<file path="src/rtl/q_argmax_scanner.sv">
// q_argmax_scanner: steps the select of a 16:1 Q-value mux one input per cycle
// and reports the index and value of the largest eligible (masked-in) entry.
// A scan is start -> SCAN (NUM_IN cycles) -> DONE (one-cycle done pulse) -> IDLE.
// Results are cleared when a scan is accepted and then held from done until
// the next accepted start.
module q_argmax_scanner #(
  parameter int DATA_W = 16,
  parameter int NUM_IN = 16,
  parameter int SEL_W  = 4,
  parameter bit SIGNED = 1'b1
) (
  input  logic              clk,
  input  logic              rst,
  input  logic              start,
  input  logic [NUM_IN-1:0] mask,
  output logic [SEL_W-1:0]  mux_sel,
  input  logic [DATA_W-1:0] mux_dout,
  output logic              busy,
  output logic              done,
  output logic [SEL_W-1:0]  best_idx,
  output logic [DATA_W-1:0] best_val,
  output logic              none_valid
);

  typedef enum logic [1:0] {
    IDLE = 2'd0,
    SCAN = 2'd1,
    DONE = 2'd2
  } state_t;

  localparam logic [SEL_W-1:0] LAST_SEL = SEL_W'(NUM_IN - 1);

  state_t              state_r;
  logic [NUM_IN-1:0]   mask_r;
  logic                found_r;
  logic                take_s;
  logic                last_s;

  // Strict greater-than in the configured number format; strictness makes
  // the lowest index win on ties.
  function automatic logic is_greater(input logic [DATA_W-1:0] a,
                                      input logic [DATA_W-1:0] b);
    if (SIGNED) begin
      return ($signed(a) > $signed(b));
    end else begin
      return (a > b);
    end
  endfunction

  // Decide whether the entry currently on the mux replaces the running best.
  always_comb begin
    take_s = 1'b0;
    last_s = (mux_sel == LAST_SEL);
    if (mask_r[mux_sel] && (!found_r || is_greater(mux_dout, best_val))) begin
      take_s = 1'b1;
    end else begin
      take_s = 1'b0;
    end
  end

  // Scan sequencer with all outputs registered.
  always_ff @(posedge clk) begin
    if (rst) begin
      state_r    <= IDLE;
      mask_r     <= '0;
      found_r    <= 1'b0;
      mux_sel    <= '0;
      busy       <= 1'b0;
      done       <= 1'b0;
      best_idx   <= '0;
      best_val   <= '0;
      none_valid <= 1'b0;
    end else begin
      case (state_r)
        IDLE: begin
          done    <= 1'b0;
          mux_sel <= '0;
          if (start) begin
            mask_r     <= mask;
            found_r    <= 1'b0;
            best_idx   <= '0;
            best_val   <= '0;
            none_valid <= 1'b0;
            busy       <= 1'b1;
            state_r    <= SCAN;
          end else begin
            busy <= 1'b0;
          end
        end
        SCAN: begin
          if (take_s) begin
            best_val <= mux_dout;
            best_idx <= mux_sel;
            found_r  <= 1'b1;
          end
          if (last_s) begin
            // none_valid must already be correct in the done cycle, so it
            // accounts for the final entry being taken right now.
            none_valid <= ~(found_r | take_s);
            done       <= 1'b1;
            state_r    <= DONE;
          end else begin
            mux_sel <= mux_sel + SEL_W'(1);
          end
        end
        DONE: begin
          done    <= 1'b0;
          busy    <= 1'b0;
          mux_sel <= '0;
          state_r <= IDLE;
        end
        default: begin
          done    <= 1'b0;
          busy    <= 1'b0;
          mux_sel <= '0;
          state_r <= IDLE;
        end
      endcase
    end
  end

endmodule
</file>
<file path="config.mk">
export PLATFORM = sky130hd
export DESIGN_NAME = q_argmax_scanner
export DESIGN_NICKNAME = d
export VERILOG_FILES = /design/src/rtl/q_argmax_scanner.sv
export SDC_FILE = /design/constraint.sdc
export NUM_CORES = 1
export LEC_CHECK = 0
export ABC_AREA = 1
export ABC_CLOCK_PERIOD_IN_PS = 2600
export BUFFER_PORTS_ARGS = -buffer_cell sky130_fd_sc_hd__clkbuf_2
export CORE_MARGIN = 10
export CORE_UTILIZATION = 35
export CTS_CLUSTER_DIAMETER = 60
export DETAILED_ROUTE_END_ITERATION = 8
export HOLD_SLACK_MARGIN = 0.08
export PLACE_DENSITY = 0.6
export SLEW_MARGIN = 25
export SYNTH_ARGS = -nofsm -noshare
export SYNTH_HDL_FRONTEND = slang
export SYNTH_SLANG_ARGS = --single-unit
</file>
<file path="constraint.sdc">
create_clock -name clk -period 2.6 [get_ports clk]
set_clock_uncertainty 0.15 [all_clocks]
set_input_delay 0.13 -clock clk [delete_from_list [all_inputs] [get_ports clk]]
set_output_delay 0.13 -clock clk [all_outputs]
set_load 0.05 [all_outputs]
</file>
**Yosys cells after proc, flatten, opt, wreduce, memory -nomap -nowiden**

Index checks and enable logic that the tools add are counted.

- Input port bits: 35
- Logic and storage cells: 49
- Output and inout bits: 27
- Register bits: 46

- Magnitude comparators: 2
- Equal/unequal tests: 5
- Reduce and logical (&&, ||, !) cells: 10
- Bitwise logic cells: 3
- Muxes and demuxes: 19
- $add $sub $neg: 1

Operators with widths:

| kind | number |
|---|---|
| 2-to-1 mux 16 bit | 2 |
| one-hot mux 16 bit (2 select lines) | 1 |
| > comparator 16 bit | 1 |
| 2-to-1 mux 4 bit | 2 |
| one-hot mux 4 bit (2 select lines) | 1 |
| 2-to-1 mux 1 bit | 6 |
| inequality test 2 bit, second input constant | 3 |
| one-hot mux 1 bit (2 select lines) | 3 |
| AND reduction 3 bit | 2 |
| less-than comparator 4 x 5 -> 1 bit, second input constant | 1 |
| adder 4 x 1 -> 4 bit, second input constant | 1 |
| binary-select mux 1 bit (select 4 bit) | 1 |
| == test 4 bit, second input constant | 1 |
| 2-to-1 mux 2 bit | 2 |
| one-hot mux 2 bit (2 select lines) | 1 |
| AND reduction 2 bit | 2 |
| == test 2 x 1 -> 1 bit, second input constant | 1 |
| logical NOT 2 bit | 1 |
| inverter 1 bit | 2 |
| nonzero test 2 bit | 1 |
| OR reduction 2 bit | 1 |
| logical AND 1 bit | 1 |
| logical NOT 1 bit | 1 |
| logical OR 1 bit | 1 |
| bitwise OR 1 bit | 1 |

**Logic depth before layout (Yosys ltp)**

- Depth in word-level cells: 8
- Mapped depth: 17

**Least setup slack after synthesis**

No wires, ideal clock.

- Path type: register to register
- Start point: reg best_val[7]
- End point: reg best_val[0]
- Required time: 2.384 ns
- Cell stages (with the launch flop): 16
- Path slack: 0.313 ns
- Library setup time: 0.066 ns
- Arrival: 2.071 ns
- Cell sequence: dfxtp_1 inv_1 ha_1 nand2_2 nor2_4 nand3b_1 nand3_1 nand2_1 nand2_1 nand2_1 nand3_1 nand2_2 nand2_2 buf_6 nand3_2 a21oi_2

- Longest elaborated chain between the ends: 6

Ends and longest elaborated chain:

| item | line | source |
|---|---|---|
| start, declared | 21 | `output logic [DATA_W-1:0] best_val,` |
| start signal, assigned | 92 | `best_val <= mux_dout;` |
| > comparator 16 bit | 44 | `return ($signed(a) > $signed(b));` |
| logical OR 1 bit | 54 | `if (mask_r[mux_sel] && (!found_r \|\| is_greater(mux_dout, best_val))) begin` |
| logical AND 1 bit | 54 |  |
| 2-to-1 mux 1 bit | 54 |  |
| inequality test 2 bit (no source line) | - |  |
| AND reduction 3 bit (no source line) | - |  |

Every way passes these cells.
A chain may end at the register's enable or synchronous reset.

**Final worst setup path**

- Start point: in mux_dout[7]
- End point: reg best_idx[0]

- Longest elaborated chain between the ends: 6

Ends and longest elaborated chain:

| item | line | source |
|---|---|---|
| start, declared | 17 | `input logic [DATA_W-1:0] mux_dout,` |
| > comparator 16 bit | 44 |  |
| logical OR 1 bit | 54 |  |
| logical AND 1 bit | 54 |  |
| 2-to-1 mux 1 bit | 54 |  |
| inequality test 2 bit (no source line) | - |  |
| AND reduction 3 bit (no source line) | - |  |
| end signal, assigned | 93 | `best_idx <= mux_sel;` |
| end, declared | 20 | `output logic [SEL_W-1:0] best_idx,` |

Every way passes these cells.

==> results.toml <==
[pwr]
p_per_area_nw_per_um2 = 503
leakage_nw = 1.34
vdd_drop_max_uv = 325

[global_routing]
grt_pass1_vias = 2368
grt_overflow_total = 0
antenna_found_initial = 0
grtUsageTotal_pct = 11.6
grt_pass1_wl_um = 11000
grt_max_degree = 26

[synth]
synth_nets = 367
synth.largest_area_cell = "dfxtp_1"
netlist_area_sq_um = 2510
ys_ff_latch = 46
synth_top_area_share_pct = 36.7
yosysSeqAreaShare_pct = 36.7
synth.distinct_cells = 26
synthCells = 315
async_flop_share_pct = 0
ys.flop_type = "dfxtp_1"
synth-edff-count = 0
synth.area.top_cells = "dfxtp_1 37%, ha_1 8.5%, nand3_2 7.6%"
synth_area_per_cell_sq_um = 7.97
ys_warn_count = 0

[cells_and_area]
drive_gt1_share_pct = 26.7
fin_util_pct = 47.6
fillers = 688
n_antenna_cell = 0
final_area_sq_um = 3270
final_common_cell = "clkbuf_2"
final_net_count = 455
layout_common_cells = "61 x clkbuf_2, 45 x dfxtp_1, 43 x inv_1"
area_growth_syn_to_layout_pct = 30.2

[drt]
drt_wl_total_um = 6390
drt-initial-drc-count = 49
dr_wl_met2_um = 3120
vias = 2324
met1_length_um = 2880
highest_layer = "met4"
viasPerCell = 4.65
first_pass_iters = 4
drt-wirelength-per-cell_um = 12.8
wl_met3_um = 349
drtAntennaViolNets = 0
drc_errors = 0

[run_status]
status = "finished clean"

[setup_path]
r2r-end = "best_idx[0]"
endpoint_kind = "register"
r2r_cells = 12
r2r_start = "best_val[7]"
path_class = "in2reg"
reg2reg_slack_ps = 450
start_kind = "primary input"
arrival_ps = 2310
worstPathRequired_ps = 2680
cp_max_fo = 21

[sta]
period_share_pct = 85.8
post-route-min-period_ps = 2230
relSlewSlack_pct = 69.8
setup_tns_ps = 0
worst_pin_slew_ps = 452
setup_violations = 0
finalHoldViolCount = 0
timing.hold.ws_ps = 76.7
max_freq_mhz = 448
slew_violations = 0
rsz0062_at_grt = "false"

[cts]
tritoncts = "done"
post_cts_buffers = 0
clock-sinks = 46
cts-root-buf = "clkbuf_8"
cts.reportedPaths.clkPinSlew_ps = 90
clk-insertion-delay-late_ps = 290
numCtsBuffers = 5
clock_path_buffers = 2
htreeDepth = 2

[placed_design]
dp_hpwl_um = 4740
dpl_cell_area_sq_um = 2830
io_buffers = 61
gp_congestion = 0.766

[floorplan]
dieArea_sq_um = 11000
coreArea_sq_um = 6870
core.rowCount = 30
die_h_um = 105
die_w_um = 105
num_io_pins = 62
start_util_pct = 36.5

[min_path]
hold_end = "mask_r[7]"
hold_class = "in2reg"
hold_start = "start"
min_path_cells = 3

[job]
drv_cap = 0
per-stage QoR:
step	total power, W	std cells	setup slack (ps)
floorplan	0.00102	315	313
global placement	0.00109	459	268
detailed placement	0.00109	459	225
CTS	0.00166	500	180
global route	0.00174	500	152
finish	0.00164	500	369
cells in the mapped netlist (5+ instances only):
master,number
dfxtp_1,46
a21oi_2,10
buf_6,7
a21oi_1,29
inv_1,43
clkbuf_1,5
nand3_2,19
nand2_1,30
ha_1,17
o21ai_0,22
nor2_1,26
nand3_1,33
power breakdown:
| part | internal (W) | switching (W) |
|---|---|---|
| sequential | 0.000742 | 0.0000272 |
| combinational | 0.000134 | 0.000207 |
| clock | 0.000288 | 0.000244 |
| total | 0.00116 | 0.000478 |
sequential cells by signal, indices dropped and copies added (netlist names):
| signal | cells |
|---|---|
| mux_sel | 4 |
| state_r | 2 |
| done | 1 |
| best_val | 16 |
| busy | 1 |
| none_valid | 1 |
| mask_r | 16 |
| found_r | 1 |
| best_idx | 4 |
layout make-up:
type,count,area [sq um],area share (%)
clock buffer,7,76.3,2.34
tap,96,120,3.68
inverter,43,161,4.94
sequential,46,922,28.2
multi-input combinational,207,1280,39.1
clock inverter,1,30.0,0.919
timing repair buffer,100,681,20.8
layer usage:
layer  GRT usage (%)  vias to the layer above
met5               0                        -
li1                -                     1220
met4            2.45                        0
met2            20.9                       52
met3            3.19                        5
met1            13.4                     1047
how the worst max path moves through the flow:
| stage | start | to | cells past startpoint |
|---|---|---|---|
| 2_1_floorplan | best_val[7] | best_val[0] | 15 |
| 3_3_place_gp | mux_sel[0] | best_idx[0] | 7 |
| 3_5_place_dp | mux_sel[0] | best_idx[0] | 7 |
| 4_1_cts | mux_dout[7] | best_idx[0] | 13 |
| 5_1_grt | mux_dout[9] | best_idx[0] | 16 |
| 6_report | mux_dout[7] | best_idx[0] | 13 |
what timing repair did:
item | CTS | global route
endpoints found under the hold margin | 34 | 0
resized for setup | 0 | 2
hold buffers | 33 | 0
endpoints found under the setup margin | 0 | 20
kinds of logic (layout without fill, tap and decap cells):
kind of cell             count (synthesis)  count (layout)  synth area share (%)
adder cells (fa/ha/maj)                 17              17                  8.47
flip-flops                              46              46                  36.7
buffers and inverters                   62             151                  12.6
AND/OR/NAND/NOR                        115             115                  24.6
AO/OA/AOI/OAI                           75              75                  17.6
critical path, cell delays in order:
cell and delay [ps]:
dlygate4sd3_1 530, clkbuf_2 110, ha_1 310, a21o_1 180
nor2_1 110, nand3_1 80, nand2_1 80, nand3_1 70
nand3_1 100, nand2_2 80, nand2_4 240, nand3_1 130
a21oi_2 140
Power figures use the tool's default switching activity.
